$ cat config.mk
export PLATFORM = sky130hd
export DESIGN_NAME = kronos_wb_sched_flat
export DESIGN_NICKNAME = d
export VERILOG_FILES = /design/src/rtl/kronos_wb_sched_pkg.sv /design/src/rtl/kronos_wb_sched_if.sv /design/src/rtl/kronos_wb_sched_arb.sv /design/src/rtl/kronos_wb_sched.sv /design/src/flat_wrapper.sv
export SDC_FILE = /design/constraint.sdc
export NUM_CORES = 1
export LEC_CHECK = 0
export BUFFER_PORTS_ARGS = -buffer_cell sky130_fd_sc_hd__buf_4
export CORE_AREA = 2 2 113 82
export DETAILED_ROUTE_END_ITERATION = 7
export DIE_AREA = 0 0 115 84
export PLACE_DENSITY = 0.78
export SYNTH_ARGS = -nofsm -noshare
export SYNTH_HDL_FRONTEND = slang
export SYNTH_HIERARCHICAL = 1
export SYNTH_SLANG_ARGS = --single-unit
$ cat constraint.sdc
create_clock -name clk -period 3.8 [get_ports clk]
set_clock_uncertainty 0.05 [all_clocks]
set_input_delay 1.14 -clock clk [delete_from_list [all_inputs] [get_ports clk]]
set_output_delay 1.14 -clock clk [all_outputs]
set_load 0.01 [all_outputs]
$ cat src/rtl/kronos_wb_sched_pkg.sv
// kronos_wb_sched_pkg: shared types for the write-back scheduler (package kronos_types)
package kronos_types;
  localparam int NUM_REGS = 32;
  typedef struct packed {
    logic [4:0]  sel;
    logic [31:0] data;
  } wb_req_t;
endpackage

$ cat src/rtl/kronos_wb_sched_if.sv
// kronos_wb_sched_if: claim/check, write-back handshakes and regfile write port; KRONOS_WB_BYPASS_EN adds fwd_*
interface kronos_wb_sched_if;
  logic        claim_vld;
  logic [4:0]  claim_rd;
  logic        claim_rdy;
  logic [4:0]  chk_rs1;
  logic        chk_rs1_en;
  logic [4:0]  chk_rs2;
  logic        chk_rs2_en;
  logic        hazard;
  logic        wb0_vld;
  logic        wb0_rdy;
  logic [4:0]  wb0_sel;
  logic [31:0] wb0_data;
  logic        wb1_vld;
  logic        wb1_rdy;
  logic [4:0]  wb1_sel;
  logic [31:0] wb1_data;
  logic        regwr_en;
  logic [4:0]  regwr_sel;
  logic [31:0] regwr_data;
`ifdef KRONOS_WB_BYPASS_EN
  logic        fwd_rs1_vld;
  logic        fwd_rs2_vld;
  logic [31:0] fwd_data;
  modport master (
    output claim_vld, claim_rd, chk_rs1, chk_rs1_en, chk_rs2, chk_rs2_en,
    output wb0_vld, wb0_sel, wb0_data, wb1_vld, wb1_sel, wb1_data,
    input  claim_rdy, hazard, wb0_rdy, wb1_rdy, regwr_en, regwr_sel, regwr_data,
    input  fwd_rs1_vld, fwd_rs2_vld, fwd_data
  );
  modport slave (
    input  claim_vld, claim_rd, chk_rs1, chk_rs1_en, chk_rs2, chk_rs2_en,
    input  wb0_vld, wb0_sel, wb0_data, wb1_vld, wb1_sel, wb1_data,
    output claim_rdy, hazard, wb0_rdy, wb1_rdy, regwr_en, regwr_sel, regwr_data,
    output fwd_rs1_vld, fwd_rs2_vld, fwd_data
  );
`else
  modport master (
    output claim_vld, claim_rd, chk_rs1, chk_rs1_en, chk_rs2, chk_rs2_en,
    output wb0_vld, wb0_sel, wb0_data, wb1_vld, wb1_sel, wb1_data,
    input  claim_rdy, hazard, wb0_rdy, wb1_rdy, regwr_en, regwr_sel, regwr_data
  );
  modport slave (
    input  claim_vld, claim_rd, chk_rs1, chk_rs1_en, chk_rs2, chk_rs2_en,
    input  wb0_vld, wb0_sel, wb0_data, wb1_vld, wb1_sel, wb1_data,
    output claim_rdy, hazard, wb0_rdy, wb1_rdy, regwr_en, regwr_sel, regwr_data
  );
`endif
endinterface

$ cat src/rtl/kronos_wb_sched_arb.sv
// kronos_wb_arb: two-way arbiter, wb1 preferred, wb0 forced through after STARVE_LIMIT wb1 wins
module kronos_wb_arb #(
  parameter int STARVE_LIMIT = 4
) (
  input  logic clk,
  input  logic rst,
  input  logic vld0,
  input  logic vld1,
  output logic gnt0,
  output logic gnt1
);
  localparam int W = $clog2(STARVE_LIMIT + 1);
  localparam logic [W-1:0] LIM = W'(STARVE_LIMIT);
  logic [W-1:0] starve;
  always_comb begin
    gnt0 = vld0 & (~vld1 | (starve == LIM));
    gnt1 = vld1 & ~gnt0;
  end
  always_ff @(posedge clk or posedge rst) begin
    if (rst) starve <= '0;
    else if (!vld0 || gnt0) starve <= '0;
    else if (gnt1 && starve != LIM) starve <= starve + 1'b1;
  end
endmodule

$ cat src/rtl/kronos_wb_sched.sv
// kronos_wb_sched: regfile write-port scheduler with destination scoreboard and RAW hazard detect
// KRONOS_WB_BYPASS_EN: forward the registered write to ID and suppress the matching hazard
module kronos_wb_sched
  import kronos_types::*;
#(
  parameter int STARVE_LIMIT = 4
) (
  input logic clk,
  input logic rst,
  kronos_wb_sched_if.slave bus
);
  logic                gnt0, gnt1, claim_fire;
  logic [NUM_REGS-1:0] busy, busy_n;
  wb_req_t             req0, req1, win;
  logic                en;
  logic [4:0]          sel;
  logic [31:0]         data;
  kronos_wb_arb #(.STARVE_LIMIT(STARVE_LIMIT)) u_arb (
    .clk(clk), .rst(rst), .vld0(bus.wb0_vld), .vld1(bus.wb1_vld), .gnt0(gnt0), .gnt1(gnt1)
  );
  assign req0 = '{sel: bus.wb0_sel, data: bus.wb0_data};
  assign req1 = '{sel: bus.wb1_sel, data: bus.wb1_data};
  assign win = gnt1 ? req1 : req0;
  assign bus.wb0_rdy = gnt0;
  assign bus.wb1_rdy = gnt1;
  assign bus.claim_rdy = ~busy[bus.claim_rd] | (bus.claim_rd == 5'd0);
  assign claim_fire = bus.claim_vld & bus.claim_rdy & (bus.claim_rd != 5'd0);
  // clear applied before set so a same-edge reclaim keeps the register busy
  always_comb begin
    busy_n = busy;
    if (en) busy_n[sel] = 1'b0;
    if (claim_fire) busy_n[bus.claim_rd] = 1'b1;
    busy_n[0] = 1'b0;
  end
  always_ff @(posedge clk or posedge rst) begin
    if (rst) begin
      busy <= '0;
      en   <= 1'b0;
      sel  <= '0;
      data <= '0;
    end else begin
      busy <= busy_n;
      en   <= (gnt0 | gnt1) & (win.sel != 5'd0);
      if ((gnt0 | gnt1) && win.sel != 5'd0) begin
        sel  <= win.sel;
        data <= win.data;
      end
    end
  end
  assign bus.regwr_en   = en;
  assign bus.regwr_sel  = sel;
  assign bus.regwr_data = data;
`ifdef KRONOS_WB_BYPASS_EN
  logic fwd1, fwd2;
  assign fwd1 = en & bus.chk_rs1_en & (sel == bus.chk_rs1) & (bus.chk_rs1 != 5'd0);
  assign fwd2 = en & bus.chk_rs2_en & (sel == bus.chk_rs2) & (bus.chk_rs2 != 5'd0);
  assign bus.fwd_rs1_vld = fwd1;
  assign bus.fwd_rs2_vld = fwd2;
  assign bus.fwd_data    = data;
  assign bus.hazard = (bus.chk_rs1_en & busy[bus.chk_rs1] & ~fwd1) |
                      (bus.chk_rs2_en & busy[bus.chk_rs2] & ~fwd2);
`else
  assign bus.hazard = (bus.chk_rs1_en & busy[bus.chk_rs1]) |
                      (bus.chk_rs2_en & busy[bus.chk_rs2]);
`endif
endmodule
$ cat src/flat_wrapper.sv
// flat-port wrapper written by rule: the top's interface ports become plain ports
module kronos_wb_sched_flat import kronos_types::*;
#(
  parameter int STARVE_LIMIT = 4
)
  (clk, rst, bus_claim_vld, bus_claim_rd, bus_chk_rs1, bus_chk_rs1_en, bus_chk_rs2, bus_chk_rs2_en, bus_wb0_vld, bus_wb0_sel, bus_wb0_data, bus_wb1_vld, bus_wb1_sel, bus_wb1_data, bus_claim_rdy, bus_hazard, bus_wb0_rdy, bus_wb1_rdy, bus_regwr_en, bus_regwr_sel, bus_regwr_data);
  kronos_wb_sched_if bus_i ();
  input logic clk;
  input logic rst;
  input wire logic [$bits(bus_i.claim_vld)-1:0] bus_claim_vld;
  input wire logic [$bits(bus_i.claim_rd)-1:0] bus_claim_rd;
  input wire logic [$bits(bus_i.chk_rs1)-1:0] bus_chk_rs1;
  input wire logic [$bits(bus_i.chk_rs1_en)-1:0] bus_chk_rs1_en;
  input wire logic [$bits(bus_i.chk_rs2)-1:0] bus_chk_rs2;
  input wire logic [$bits(bus_i.chk_rs2_en)-1:0] bus_chk_rs2_en;
  input wire logic [$bits(bus_i.wb0_vld)-1:0] bus_wb0_vld;
  input wire logic [$bits(bus_i.wb0_sel)-1:0] bus_wb0_sel;
  input wire logic [$bits(bus_i.wb0_data)-1:0] bus_wb0_data;
  input wire logic [$bits(bus_i.wb1_vld)-1:0] bus_wb1_vld;
  input wire logic [$bits(bus_i.wb1_sel)-1:0] bus_wb1_sel;
  input wire logic [$bits(bus_i.wb1_data)-1:0] bus_wb1_data;
  output wire logic [$bits(bus_i.claim_rdy)-1:0] bus_claim_rdy;
  output wire logic [$bits(bus_i.hazard)-1:0] bus_hazard;
  output wire logic [$bits(bus_i.wb0_rdy)-1:0] bus_wb0_rdy;
  output wire logic [$bits(bus_i.wb1_rdy)-1:0] bus_wb1_rdy;
  output wire logic [$bits(bus_i.regwr_en)-1:0] bus_regwr_en;
  output wire logic [$bits(bus_i.regwr_sel)-1:0] bus_regwr_sel;
  output wire logic [$bits(bus_i.regwr_data)-1:0] bus_regwr_data;
  assign bus_i.claim_vld = bus_claim_vld;
  assign bus_i.claim_rd = bus_claim_rd;
  assign bus_i.chk_rs1 = bus_chk_rs1;
  assign bus_i.chk_rs1_en = bus_chk_rs1_en;
  assign bus_i.chk_rs2 = bus_chk_rs2;
  assign bus_i.chk_rs2_en = bus_chk_rs2_en;
  assign bus_i.wb0_vld = bus_wb0_vld;
  assign bus_i.wb0_sel = bus_wb0_sel;
  assign bus_i.wb0_data = bus_wb0_data;
  assign bus_i.wb1_vld = bus_wb1_vld;
  assign bus_i.wb1_sel = bus_wb1_sel;
  assign bus_i.wb1_data = bus_wb1_data;
  assign bus_claim_rdy = bus_i.claim_rdy;
  assign bus_hazard = bus_i.hazard;
  assign bus_wb0_rdy = bus_i.wb0_rdy;
  assign bus_wb1_rdy = bus_i.wb1_rdy;
  assign bus_regwr_en = bus_i.regwr_en;
  assign bus_regwr_sel = bus_i.regwr_sel;
  assign bus_regwr_data = bus_i.regwr_data;
  kronos_wb_sched #(.STARVE_LIMIT(STARVE_LIMIT)) u_core (.clk(clk), .rst(rst), .bus(bus_i));
endmodule
==> key figures <==
Run status
  – Status: completed

Worst setup path
  – CP endpoint kind: output pin
  – Most frequent CP cell: buf_4
  – WP data arrival: 2510 ps
  – CP max FO: 9
  – Worst path cell trace: buf_4, mux4_2, a31oi_1, o211ai_1, a32o_1, buf_4
  – Startpoint Class: input port
  – Slowest stage delay, CP: 520 ps
  – Req. time, crit path: 2610 ps
  – Slowest-stage cell, CP: mux4_2
  – Setup CP Type: input port to output pin

Synthesis
  – Most frequent cell after synthesis: dfrtp_1
  – Asr flop ratio synth: 100%
  – Post-Synthesis Cells: 345
  – Synth top area share: 42.5%
  – Post-synth EDFFs: 0
  – Synth top cells by count: dfrtp_1 (72), o21ai_0 (58), mux2_2 (55), mux4_2 (21), mux2_4 (20)
  – Ys Warns: 6
  – Main synth FF type: dfrtp_1
  – Netlist cell types: 38
  – Seq/Total Area, Yosys: 42.5%
  – Synth Cell Area: 4240 um2
  – Synth area leader: dfrtp_1
  – Syn avg cell area: 12.3 um2
  – Seq cells post-synth: 72
  – Largest cells by area after synthesis: dfrtp_1 (42%), mux2_2 (15%), mux4_2 (11%)
  – Syn Nets: 443

Clocking
  – Worst-Skew Late Latency: 330 ps
  – CTS H-tree lvls: 3
  – Clock sink count: 72
  – Worst-path clk slew: 50 ps
  – CTS Buffer Depth: 2
  – Clock root cell: clkbuf_16
  – TritonCTS Buffers: 9
  – CTS tree: built
  – Post-CTS Hold Buffers: 0

Global routing
  – Met3 usage: 10.1%
  – Met2 layer usage reported by global route: 40.8%
  – Vias in the first global route: 3783
  – Grt peak-use layer: met2
  – GRT overflow: 0
  – Initial antenna violation count: 0
  – All-Layer GR Usage: 25.6%
  – First-pass GRT wire length: 19.0 mm
  – Largest net degree at the start of global routing: 39
  – Met1 Usage GRT: 32.5%

Pwr
  – Leakage power: 2.50 nW
  – Cell Pwr Density: 549 nW/um2
  – Worst VDD drop: 294 uV

Timing
  – Fin Setup TNS: 0 ps
  – Minimum clock period: 3700 ps
  – Endpoints failing setup: 0
  – Max transition margin: 52.6%
  – Crit share post-route: 97.4%
  – Final Hold Vio Count: 0
  – Unrepaired setup endpoints after global routing: no
  – Worst slew pin tran: 709 ps
  – Max Slew Vio Count: 0
  – FMAX: 270 MHz

Die
  – Row cnt: 29
  – Die height: 84 um
  – Die W: 115 um
  – Core area: 8710 um2
  – DIE AREA: 9660 um2
  – Starting Density: 48.7%
  – Ports: 138

Place
  – Hpwl dp: 8.71 mm
  – Port-buffer cells: 137
  – Gp weighted congestion: 1.02
  – Area of placed instances: 5390 um2

Routing
  – Via count: 3605
  – Initial DRC Count: 344
  – First-pass iteration count of the detailed router: 5
  – Detailed Route WL: 11.8 mm
  – DRT antenna net count: 0
  – Vias per cell: 6.08
  – DRC Markers: 0
  – WL per Instance: 19.8 um

Layout
  – # diodes: 0
  – Final nets: 579
  – Fillers: 673
  – Layout cells sized above 1: 53.8%
  – Final instance area: 5730 um2
  – Area grow syn2layout: 35.1%

Run
  – Max Cap Viol: 0

Hold path
  – Worst Hold Class: register to register
-- cell type report --
type / count / area [um2] / share of cell area (%)
inverters: 9 / 33.8 / 0.590
clock buffers: 10 / 229 / 4.00
flip-flops and latches: 72 / 1800 / 31.4
clock inverters: 5 / 106 / 1.86
repair buffers: 143 / 1090 / 19.0
multi-input cells: 246 / 2340 / 40.8
well taps: 108 / 135 / 2.36
-- critical path, delay by kind of cell --
family / cells / cell delay, ps
buf+inv: 2 / 310
compound gates: 3 / 550
mux: 1 / 520
-- registers in the layout, summed over array words and instances (netlist names) --
name / flops
u_core/bus.regwr_data: 32
u_core/busy: 31
u_core/u_arb/starve: 3
u_core/bus.regwr_en: 1
u_core/bus.regwr_sel: 5
-- cells in the final DEF (no fill, tap or decap), types with 2 or more instances in the layout --
master     count
nand3b_1      13
nand3_1        7
buf_4        142
a31oi_1        3
dfrtp_1       72
o21ai_1        6
ha_1           2
or3b_1         2
nand2_1       13
o221ai_1       2
nand2b_1       2
bufinv_16      3
nor2_1         6
nor3_1         2
a21boi_0       2
nor4bb_1       2
mux2_4        20
or4_1          2
nor3b_1        3
o21ai_0       58
inv_1          8
or3_1          2
mux4_2        21
or3b_2         3
mux2_2        55
mux2i_1        8
clkbuf_16      9
-- power by group --
group          internal (mW)  switching, mW  leakage (nW)
registers              0.992          0.281         0.844
logic                  0.553          0.375          1.50
clock network          0.638          0.309         0.159
total                   2.18          0.964          2.50
-- layer usage --
metal,vias up,routed length (um)
li1,1593,-
met1,1787,4530
met2,206,5610
met3,19,1420
met4,0,195
met5,-,0
-- timing repair --
action                                 4_1_cts  5_1_grt
gates resized for setup                      0        1
setup endpoints to repair                    0        1
endpoints found under the hold margin        0        0
setup buffers                                0        0
-- stage by stage --
| stage | cells | utilization (%) | hold WS, ps | worst slack, ps | total power, mW |
|---|---|---|---|---|---|
| 2_1_floorplan | 345 | - | 387 | 149 | 1.76 |
| 3_3_place_gp | 578 | 61.9 | 405 | 105 | 2.12 |
| 3_5_place_dp | 578 | 61.9 | 421 | 60.9 | 2.17 |
| 4_1_cts | 593 | 65.7 | 431 | 64.8 | 3.13 |
| 5_1_grt | 593 | 65.8 | 457 | 37.4 | 3.31 |
| 6_report | 593 | 65.8 | 427 | 99.6 | 3.15 |
-- cells by family (layout without fill, tap and decap cells) --
family | Yosys count | count (layout) | synth area share (%)
buffers and inverters | 27 | 167 | 3.13
AO/OA/AOI/OAI | 79 | 79 | 10.2
multiplexers | 104 | 104 | 34.7
AND/OR/NAND/NOR | 61 | 61 | 8.85
flip-flops | 72 | 72 | 42.5
adder cells (fa/ha/maj) | 2 | 2 | 0.590
-- worst paths after layout --
kind | start | to | slack (ps) | cells past startpoint
setup / recovery | bus_chk_rs1[0] | bus_hazard | 100 | 6
hold reg to reg | u_core/u_arb/starve[0] | u_core/u_arb/starve[0] | 430 | 1
setup reg to reg | u_core/u_arb/starve[0] | u_core/bus.regwr_data[9] | 830 | 8
max in group asynchronous | rst | u_core/bus.regwr_data[9] | 2160 | 3
min in group asynchronous | rst | u_core/u_arb/starve[2] | 640 | 2
hold / removal | u_core/u_arb/starve[0] | u_core/u_arb/starve[0] | 430 | 1
No activity file was read; power rests on OpenSTA's default activity.
